==> config.mk <==
export PLATFORM = sky130hd
export DESIGN_NAME = nibbler_pc_unit
export DESIGN_NICKNAME = d
export VERILOG_FILES = /design/src/rtl/nibbler_pkg.sv /design/src/rtl/nibbler_ret_stack.sv /design/src/rtl/nibbler_pc_unit.sv
export SDC_FILE = /design/constraint.sdc
export NUM_CORES = 1
export LEC_CHECK = 0
export ABC_CLOCK_PERIOD_IN_PS = 2800
export BUFFER_PORTS_ARGS = -buffer_cell sky130_fd_sc_hd__buf_2
export CORE_MARGIN = 1.5
export CORE_UTILIZATION = 52
export CTS_BUF_LIST = sky130_fd_sc_hd__clkbuf_8
export CTS_CLUSTER_DIAMETER = 30
export DETAILED_ROUTE_END_ITERATION = 16
export PLACE_DENSITY = 0.83
export SLEW_MARGIN = 20
export SYNTH_ARGS = -nofsm -noshare
export SYNTH_HDL_FRONTEND = slang
export SYNTH_SLANG_ARGS = --single-unit
==> constraint.sdc <==
create_clock -name clk -period 2.8 [get_ports clk]
set_clock_uncertainty 0.1 [all_clocks]
set_input_delay 0 -clock clk [delete_from_list [all_inputs] [get_ports clk]]
set_output_delay 0 -clock clk [all_outputs]
set_load 0.05 [all_outputs]
==> src/rtl/nibbler_pkg.sv <==
// nibbler_pc_unit shared types: next-PC selector, FSM states, default sizes.
// Imported by the return stack and the PC unit top level.
package nibbler_pkg;

    localparam int ADDR_W_DEFAULT = 12;
    localparam int DEPTH_DEFAULT  = 4;

    typedef enum logic [2:0] {
        INC,
        JUMP,
        CALL,
        RET,
        HOLD
    } pc_sel_t;

    typedef enum logic {
        RUN,
        FAULT
    } fsm_t;

endpackage

==> src/rtl/nibbler_ret_stack.sv <==
// nibbler_ret_stack: LIFO of return addresses with registered full/empty.
// Pop wins over push; the caller owns all misuse/error handling.
module nibbler_ret_stack
    import nibbler_pkg::*;
#(
    parameter int W     = ADDR_W_DEFAULT,
    parameter int DEPTH = DEPTH_DEFAULT
) (
    input  logic         clk,
    input  logic         rst_n,
    input  logic         push,
    input  logic         pop,
    input  logic [W-1:0] push_data,
    output logic [W-1:0] top_data,
    output logic         full,
    output logic         empty
);

    localparam int PW = $clog2(DEPTH) + 1;

    logic [W-1:0]    mem_q [DEPTH];
    logic [PW-1:0]   cnt_q, cnt_d;
    logic            full_q, full_d;
    logic            empty_q, empty_d;
    logic [PW-2:0]   top_idx;
    logic            do_push, do_pop;

    // next occupancy count and the flags it implies
    always_comb begin
        do_pop  = pop && !empty_q;
        do_push = push && !pop && !full_q;
        cnt_d   = cnt_q;
        if (do_pop) begin
            cnt_d = cnt_q - PW'(1);
        end else if (do_push) begin
            cnt_d = cnt_q + PW'(1);
        end
        full_d  = (cnt_d == PW'(DEPTH));
        empty_d = (cnt_d == '0);
        top_idx = cnt_q[PW-2:0] - (PW-1)'(1);
    end

    // occupancy count and flags
    always_ff @(posedge clk or negedge rst_n) begin
        if (!rst_n) begin
            cnt_q   <= '0;
            full_q  <= 1'b0;
            empty_q <= 1'b1;
        end else begin
            cnt_q   <= cnt_d;
            full_q  <= full_d;
            empty_q <= empty_d;
        end
    end

    // entry storage; contents are don't-care after reset
    always_ff @(posedge clk) begin
        if (do_push) begin
            mem_q[cnt_q[PW-2:0]] <= push_data;
        end
    end

    assign top_data = mem_q[top_idx];
    assign full     = full_q;
    assign empty    = empty_q;

endmodule

==> src/rtl/nibbler_pc_unit.sv <==
// nibbler_pc_unit: program counter with RUN/FAULT FSM and optional return stack.
// Define NIBBLER_RET_STACK_EN to build the stack; otherwise call=jump, ret ignored.
module nibbler_pc_unit
    import nibbler_pkg::*;
#(
    parameter int ADDR_W = ADDR_W_DEFAULT,
    parameter int DEPTH  = DEPTH_DEFAULT
) (
    input  logic              clk,
    input  logic              reset,
    input  logic              en,
    input  logic              jump,
    input  logic              call,
    input  logic              ret,
    input  logic [ADDR_W-1:0] target,
    input  logic              clr_err,
    output logic [ADDR_W-1:0] getAdd,
    output logic              stack_full,
    output logic              stack_empty,
    output logic              err_ovf,
    output logic              err_unf,
    output logic              fault
);

    fsm_t              state_q, state_d;
    pc_sel_t           sel;
    logic [ADDR_W-1:0] pc_q, pc_d, pc_inc;
    logic              ovf_q, ovf_d;
    logic              unf_q, unf_d;
    logic              stk_full, stk_empty;
    logic [ADDR_W-1:0] stk_top;

    assign pc_inc = pc_q + ADDR_W'(1);

`ifdef NIBBLER_RET_STACK_EN
    nibbler_ret_stack #(
        .W     (ADDR_W),
        .DEPTH (DEPTH)
    ) u_stack (
        .clk       (clk),
        .rst_n     (reset),
        .push      (sel == CALL),
        .pop       (sel == RET),
        .push_data (pc_inc),
        .top_data  (stk_top),
        .full      (stk_full),
        .empty     (stk_empty)
    );
`else
    logic                   unused_ret;
    logic [$clog2(DEPTH):0] unused_depth;
    assign unused_ret   = ret;
    assign unused_depth = '0;
    assign stk_full     = 1'b0;
    assign stk_empty    = 1'b1;
    assign stk_top      = '0;
`endif

    // FSM next state, next-PC selection and sticky error flags
    always_comb begin
        sel     = HOLD;
        state_d = state_q;
        ovf_d   = ovf_q;
        unf_d   = unf_q;
        unique case (state_q)
            RUN: begin
                if (en) begin
`ifdef NIBBLER_RET_STACK_EN
                    if (ret) begin
                        if (stk_empty) begin
                            unf_d   = 1'b1;
                            state_d = FAULT;
                        end else begin
                            sel = RET;
                        end
                    end else if (call) begin
                        if (stk_full) begin
                            ovf_d   = 1'b1;
                            state_d = FAULT;
                        end else begin
                            sel = CALL;
                        end
                    end else if (jump) begin
                        sel = JUMP;
                    end else begin
                        sel = INC;
                    end
`else
                    if (call || jump) begin
                        sel = JUMP;
                    end else begin
                        sel = INC;
                    end
`endif
                end
            end
            FAULT: begin
                if (clr_err) begin
                    ovf_d   = 1'b0;
                    unf_d   = 1'b0;
                    state_d = RUN;
                end
            end
            default: state_d = RUN;
        endcase
    end

    // next-PC mux
    always_comb begin
        pc_d = pc_q;
        unique case (sel)
            INC:        pc_d = pc_inc;
            JUMP, CALL: pc_d = target;
            RET:        pc_d = stk_top;
            default:    pc_d = pc_q;
        endcase
    end

    // PC, FSM state and flag registers
    always_ff @(posedge clk or negedge reset) begin
        if (!reset) begin
            state_q <= RUN;
            pc_q    <= '0;
            ovf_q   <= 1'b0;
            unf_q   <= 1'b0;
        end else begin
            state_q <= state_d;
            pc_q    <= pc_d;
            ovf_q   <= ovf_d;
            unf_q   <= unf_d;
        end
    end

    assign getAdd      = pc_q;
    assign stack_full  = stk_full;
    assign stack_empty = stk_empty;
    assign err_ovf     = ovf_q;
    assign err_unf     = unf_q;
    assign fault       = (state_q == FAULT);

endmodule

# [After elaboration in Yosys (flattened, before gate mapping)]
# Index checks and enable logic that the tools add are counted.
[totals] ff_bits=13 in_bits=19 wordCells=16
[classes] add_sub_neg=1 reduce_logical=4 mux=6 n_eq_ne=3
[ops] op="one-hot mux 12 bit (3 select lines)" count=1
[ops] op="adder 12 x 1 -> 12 bit (second input constant)" count=1
[ops] op="== test 3 x 2 -> 1 bit (second input constant)" count=2
[ops] op="two-way mux 3 bit" count=2
[ops] op="== test 3 x 1 -> 1 bit (second input constant)" count=1
[ops] op="logical NOT 3 bit" count=1
[ops] op="two-way mux 1 bit" count=3
[ops] op="nonzero test 3 bit" count=1
[ops] op="OR reduction 2 bit" count=1
[ops] op="logical OR 1 bit" count=1

# [Logic depth before layout (Yosys ltp)]
# Gate-level depths: netlist (run 1).
[logic_depth] depth_word=7 depth_mapped=6 ltp_nobuf=5

# [Worst setup path after synthesis (run 1)]
# OpenSTA, ideal clock, no wires.
[synth_path] path_type="register -> register" startpoint="register pc_q[0], in the netlist getAdd[0]" endpoint="register pc_q[10], in the netlist getAdd[10]" stages_incl_launch_ff=6 slack_ps=839 t_arrival_ps=1740 setup_ps=121 required_time_ps=2579 path_cell_list="dfrtp_1 > ha_1 > and4_2 > and3_1 > a41oi_1 > o22a_1"
[synth_between] elab_chain_cells=2
[synth_rtl] element="from (decl)" line_no="nibbler_pc_unit.sv:27" rtl="logic [ADDR_W-1:0] pc_q, pc_d, pc_inc;"
[synth_rtl] element="from (signal assigned)" line_no="nibbler_pc_unit.sv:128" rtl="pc_q <= pc_d;"
[synth_rtl] element="adder 12 x 1 -> 12 bit" line_no="nibbler_pc_unit.sv:33" rtl="assign pc_inc = pc_q + ADDR_W'(1);"
[synth_rtl] element="one-hot mux 12 bit (3 select lines)" line_no="nibbler_pc_unit.sv:111" rtl="unique case (sel)"
# No other way between the ends.
# A chain may end at the register's enable or synchronous reset.

# [Worst setup path after layout (run 1)]
# Ends and elaborated chain as after synthesis.

==> reports/qor_table.md, run 1 <==
| Quantity | This run |
| --- | --- |
| Number of register bits inferred by synthesis | 13 |
| Max Fclk | 0.565 GHz |
| Count of endpoints failing hold in the final timing report | 0 |
| Highest fanout seen on the critical path | 7 |
| Required time of the worst setup path | 2.89 ns |
| Mapped Avg Cell Area | 8.40 µm² |
| Vertical extent of the die | 42.6 µm |
| Detailed Place HPWL | 1.38 mm |
| Global router's overall resource usage | 23.7% |
| Detailed router's first-iteration violation count | 12 |
| Max-slew violations | 0 |
| Die Wd | 42.6 µm |
| Placement row count | 14 |
| Kind of path behind the tightest hold check | in2reg |
| Number of I/O pins | 36 |
| Reported max-cap violation count | 0 |
| Pin count of the biggest net entering global routing | 17 |
| TritonCTS clock tree | yes |
| Via-to-Cell Ratio | 5.79 |
| Accumulated negative setup slack | 0 ns |
| GRT met1 Usage | 29.9% |
| Cell area after synthesis | 815 µm² |
| Area grow syn2layout | 32.9% |
| P_leak | 0.503 nW |
| Area share of the leading cell type in the synthesized netlist | 39.9% |
| Ant diodes | 0 |
| IR Drop Worst-Case VDD | 0.314 mV |
| Number of remaining DRC errors | 0 |
| Sequential fraction of the synthesis area | 39.9% |
| Measured slew at the worst slew-check pin | 0.651 ns |
| Root cell of the clock tree | sky130_fd_sc_hd__clkbuf_8 |
| Post-CTS setup buffer count | 0 |
| Maximum level of the CTS H-tree | 1 |
| Endpoint class of the critical path | register |
| Synth top area cells | sky130_fd_sc_hd__dfrtp_1, sky130_fd_sc_hd__a21oi_1, sky130_fd_sc_hd__nor2_1 |
| Clock edge transition at the registers on the reported setup and hold paths | 0.06 ns |
| Starting Density | 54.7% |
| Run status | finished clean |
| Most common cell in the netlist | sky130_fd_sc_hd__dfrtp_1 |
| GR Util met2 | 38.2% |
| Net count reported at finish | 154 |
| Unique cell type count in the Yosys netlist | 29 |
| Number of flops mapped to enable cells by yosys | 0 |
| Synth Flop Type | sky130_fd_sc_hd__dfrtp_1 |
| First-pass GRT wire length | 3.26 mm |
| Number of buffers between clock root and the deepest sink | 2 |
| Floorplan Core Area | 1490 µm² |
| Arrival time of the worst setup path | 1.86 ns |
| Unrepaired setup endpoints after global routing | false |
| PostCTS Resize Cnt | 0 |
| Mapped Cells | 97 |
| CTS buffer count | 3 |
| Number of endpoints failing setup at the final stage | 0 |
| Number of iterations in the first detailed-routing pass | 4 |
| Minimum period implied by the final worst setup slack | 1.77 ns |
| Routability-driven placement congestion ratio | 0.775 |
| Post-synth top cells | sky130_fd_sc_hd__dfrtp_1, sky130_fd_sc_hd__a21oi_1, sky130_fd_sc_hd__nor2_1 |
| Warning count from the yosys run | 0 |
| Utilization of the core after routing | 72.7% |
| Antenna violations before repair | 0 |
| Slew margin rel. | 56.5% |
| Number of vias after detailed routing | 862 |
| Wire length after detailed routing | 2.08 mm |
| Clk sink count | 13 |
| Area enclosed by the die boundary | 1810 µm² |
| Top Usage Layer GRT | met2 |
| Antenna Nets Post-Route | 0 |
| Drt wl/cell | 14.0 µm |
| Ratio of final minimum period to clock period | 63.3% |
| Power density normalized to cell area | 571 nW/µm² |
| GR met3 Demand/Resource | 4.31% |
| Power, Total | 0.618 mW |
| Total overflow reported by the global router | 0 |
| Critical setup path kind | reg2reg |
| Number of port buffers | 30 |
| Largest area contributor in the netlist | sky130_fd_sc_hd__dfrtp_1 |
| Via count of the first global-routing pass | 787 |
| Kind of launch point of the worst setup path | register |
| Share of async-settable or async-resettable flops after synthesis | 100% |
| Share of final-layout standard cells stronger than drive strength 1 | 29.3% |
| Clock latency on the worst-skew pair | 0.25 ns |
[registers in the layout, summed over array words and instances, names as in the netlist]
signal	count
getAdd	12
fault	1
[kinds of logic after synthesis]
kind of cell,share of synthesized area (%)
other cells,0.922
simple gates,24.1
buf+inv,6.45
compound gates,25.8
fa+ha+maj,1.54
mux,1.23
flops,39.9
[timing repair]
item / 4_1_cts / 5_1_grt
setup endpoints to repair: 0 / 0
hold buffers: 9 / 0
hold endpoints to repair: 21 / 0
[layout by cell type (no fill, tap or decap), types with 3 or more instances in the layout]
cell,synthesis,routed
sky130_fd_sc_hd__dfrtp_1,13,13
sky130_fd_sc_hd__conb_1,2,4
sky130_fd_sc_hd__nand2_1,10,10
sky130_fd_sc_hd__o22a_1,3,3
sky130_fd_sc_hd__a21oi_1,12,12
sky130_fd_sc_hd__nand3_1,4,4
sky130_fd_sc_hd__dlygate4sd3_1,0,9
sky130_fd_sc_hd__a41oi_1,3,3
sky130_fd_sc_hd__o22ai_1,3,3
sky130_fd_sc_hd__o21ai_0,4,4
sky130_fd_sc_hd__nor2_1,12,12
sky130_fd_sc_hd__buf_2,0,30
sky130_fd_sc_hd__clkbuf_8,0,3
[stage by stage]
stage,instances,hold WS [ns],setup slack (ns),instance area [µm²]
final,149,0.00294,1.03,1080
after global routing,149,0.0217,0.920,1080
after CTS,149,0.00723,1.05,1080
after detailed placement,136,-0.193,1.06,947
after global placement,136,-0.192,1.09,947
after floorplan,99,-0.396,0.839,822
[path summary, 6_finish.rpt]
kind                            startpoint         end  slack, ns  depth (start not counted)
worst max-delay path             getAdd[0]  getAdd[10]       1.03                          5
worst min-delay path             target[9]   getAdd[9]      0.003                          3
worst max register to register   getAdd[0]  getAdd[10]       1.03                          5
worst min register to register       fault       fault       0.44                          1
max in group asynchronous            reset   getAdd[6]       2.30                          2
min in group asynchronous            reset  getAdd[11]       0.07                          2
[worst max-delay path: stages, from the launching register on]
cell and delay [ns]:
sky130_fd_sc_hd__dfrtp_1 0.46, sky130_fd_sc_hd__ha_1 0.27, sky130_fd_sc_hd__and4_2 0.28, sky130_fd_sc_hd__and3_1 0.22, sky130_fd_sc_hd__a41oi_1 0.22, sky130_fd_sc_hd__o22a_1 0.16
[final cells by class]
class / count / area [µm²]
multi-input combinational: 76 / 444
fill: 123 / 407
sequential: 13 / 325
timing repair buffer: 40 / 248
clock buffer: 3 / 41.3
tap: 16 / 20.0
clock inverter: 1 / 3.75
[where the power goes]
group	total, mW	internal, mW	switching, mW
registers	0.241	0.210	0.0318
logic	0.208	0.0639	0.144
clock network	0.169	0.0970	0.0717
[routing by layer]
metal	wire (µm)	vias up
met4	36	0
li1	-	420
met5	0	-
met1	914	403
met2	1030	34
met3	104	5
Power figures use the tool's default switching activity.
==> run 2, diff against run 1 <==
- ABC_CLOCK_PERIOD_IN_PS: 2800 -> 1650
- CORE_UTILIZATION: 52 -> 48
- PLACE_DENSITY: 0.83 -> 0.77
- clock period: 2.8 -> 1.65 ns (I/O delays scaled with it)
==> run 2 against run 1 <==
  * The flow now finishes with violations (hold timing)
  * Worst hold slack got worse by 0.010 ns
  * Wire length grew 0.14%
  * Sequential power up 75%
  * Die area increased by 7.8%
  * Register-to-register slack worse by 0.97 ns
  * Design area is 6.6% higher
  * Via count decreased by 0.70%
  * Final cell count up 2.0%
  * Non-clock buffer count is 3 higher
  * Critical path type unchanged
  * Largest cell class unchanged
==> reports/qor_table.md, run 2 (synthesized netlist as in run 1, its figures left out) <==
| Quantity | This run |
| --- | --- |
| Hold-critical path depth | 3 |
| Via count of the first global-routing pass | 762 |
| Final Hold Slack | -0.00719 ns |
| Global router's overall resource usage | 23.1% |
| Routability-driven placement congestion ratio | 0.748 |
| Endpoint class of the critical path | register |
| IR Drop Worst-Case VDD | 0.608 mV |
| Number of buffers between clock root and the deepest sink | 2 |
| Placement row count | 14 |
| Die Wd | 44.2 µm |
| Required time of the worst setup path | 1.69 ns |
| Detailed Place HPWL | 1.37 mm |
| Most frequent cells in the layout | sky130_fd_sc_hd__buf_2, sky130_fd_sc_hd__nor2_1, sky130_fd_sc_hd__a21oi_1, sky130_fd_sc_hd__dfrtp_2 |
| Unrepaired setup endpoints after global routing | false |
| Power density normalized to cell area | 935 nW/µm² |
| Ratio of final minimum period to clock period | 96.3% |
| Total overflow reported by the global router | 0 |
| Worst reg2reg setup slack | 0.06 ns |
| Source of the critical timing path | getAdd[0] |
| Number of endpoints failing setup at the final stage | 0 |
| Area enclosed by the die boundary | 1950 µm² |
| First-pass GRT wire length | 3.29 mm |
| Ant diodes | 0 |
| Endpoint of the worst setup timing path | getAdd[10] |
| Starting Density | 52.8% |
| Floorplan Core Area | 1540 µm² |
| Root cell of the clock tree | sky130_fd_sc_hd__clkbuf_8 |
| Number of remaining DRC errors | 0 |
| Arrival time of the worst setup path | 1.63 ns |
| Failing checks | hold timing |
| Detailed router's first-iteration violation count | 18 |
| Pin count of the biggest net entering global routing | 23 |
| Maximum level of the CTS H-tree | 1 |
| Antenna Nets Post-Route | 0 |
| Clk sink count | 13 |
| Antenna violations before repair | 0 |
| Number of port buffers | 30 |
| Number of iterations in the first detailed-routing pass | 4 |
| Share of final-layout standard cells stronger than drive strength 1 | 41.9% |
| Net count reported at finish | 157 |
| Kind of launch point of the worst setup path | register |
| Crit path setup slack, layout | 0.0616 ns |
| Filler cell count in the final layout | 110 |
| Worst setup slack before clock tree synthesis | 0.0956 ns |
| Via-to-Cell Ratio | 5.63 |
| Clock latency on the worst-skew pair | 0.24 ns |
| P_leak | 0.505 nW |
| Post-CTS setup buffer count | 0 |
| Clock edge transition at the registers on the reported setup and hold paths | 0.06 ns |
| Number of I/O pins | 36 |
| Highest fanout seen on the critical path | 7 |
| Most common cell after layout, fill and taps aside | sky130_fd_sc_hd__buf_2 |
| Number of vias after detailed routing | 856 |
| Run status | finished, violations left |
| Max Fclk | 0.630 GHz |
| Vertical extent of the die | 44.2 µm |
| Endpoint of the most critical register-to-register path | getAdd[10] |
| Reg2Reg Launch Point | getAdd[0] |
| Reported max-cap violation count | 0 |
| Drt wl/cell | 13.7 µm |
| Hold path start | target[5] |
| Max-slew violations | 0 |
| TritonCTS clock tree | yes |
| Count of endpoints failing hold in the final timing report | 1 |
| CTS buffer count | 3 |
| Depth of the worst register-to-register path | 5 |
| Wire length after detailed routing | 2.09 mm |
| Critical setup path kind | reg2reg |
| Kind of path behind the tightest hold check | in2reg |
| Max FFs per register | 12 |
| Area grow syn2layout | 41.6% |
| Minimum period implied by the final worst setup slack | 1.59 ns |
run 2: cell types whose count changed in the layout (fill, tap and decap cells not counted), sizes merged:
cell         change
buf              +2
clkinv           +1
dlygate4sd3      +1
inv              -1
run 2: cell type report:
cell class | instances | area [µm²] | share of cell area (%)
clock inverters | 1 | 5.00 | 0.434
well taps | 16 | 20.0 | 1.74
multi-input cells | 76 | 475 | 41.2
clock buffers | 3 | 41.3 | 3.58
flip-flops and latches | 13 | 339 | 29.4
repair buffers | 43 | 273 | 23.6
run 2: how the worst min path moves through the flow:
stage | slack [ns] | to
after floorplan | -0.40 | fault
after global placement | -0.19 | getAdd[11]
after detailed placement | -0.19 | getAdd[11]
after CTS | 0.0004 | getAdd[5]
after global routing | 0.04 | getAdd[5]
final | -0.007 | getAdd[5]
run 2: layer usage:
layer / wire (µm) / track usage, %
met1: 934 / 27.7
met2: 1000 / 39.4
met3: 107 / 4.08
met4: 44 / 12.1
met5: 0 / 0
run 2: repair_timing:
action | in CTS | in global routing
setup endpoints to repair | 0 | 1
endpoints found under the hold margin | 22 | 0
resized for setup | 0 | 1
hold buffers | 10 | 0
run 2: stage by stage:
| stage | area, µm² | utilization, % | cells | TNS [ns] | power, mW |
|---|---|---|---|---|---|
| floorplan | 861 | - | 99 | -0.0369 | 0.680 |
| global placement | 1000 | 64.9 | 138 | 0 | 0.761 |
| detailed placement | 1000 | 64.9 | 138 | 0 | 0.768 |
| CTS | 1150 | 74.4 | 152 | 0 | 1.07 |
| global route | 1150 | 74.8 | 152 | 0 | 1.12 |
| finish | 1150 | 74.8 | 152 | 0 | 1.08 |
run 2: power breakdown:
group | internal, mW | switching (mW) | total (mW)
clock | 0.167 | 0.126 | 0.293
sequential | 0.362 | 0.0596 | 0.421
combinational | 0.119 | 0.246 | 0.365
total | 0.648 | 0.431 | 1.08
run 2: critical path, cell delays in order (launching register included):
cell and delay [ns]:
sky130_fd_sc_hd__dfrtp_2 0.45, sky130_fd_sc_hd__ha_4 0.17, sky130_fd_sc_hd__and4_4 0.27, sky130_fd_sc_hd__and3_4 0.21
sky130_fd_sc_hd__a41oi_1 0.12, sky130_fd_sc_hd__o22a_1 0.17
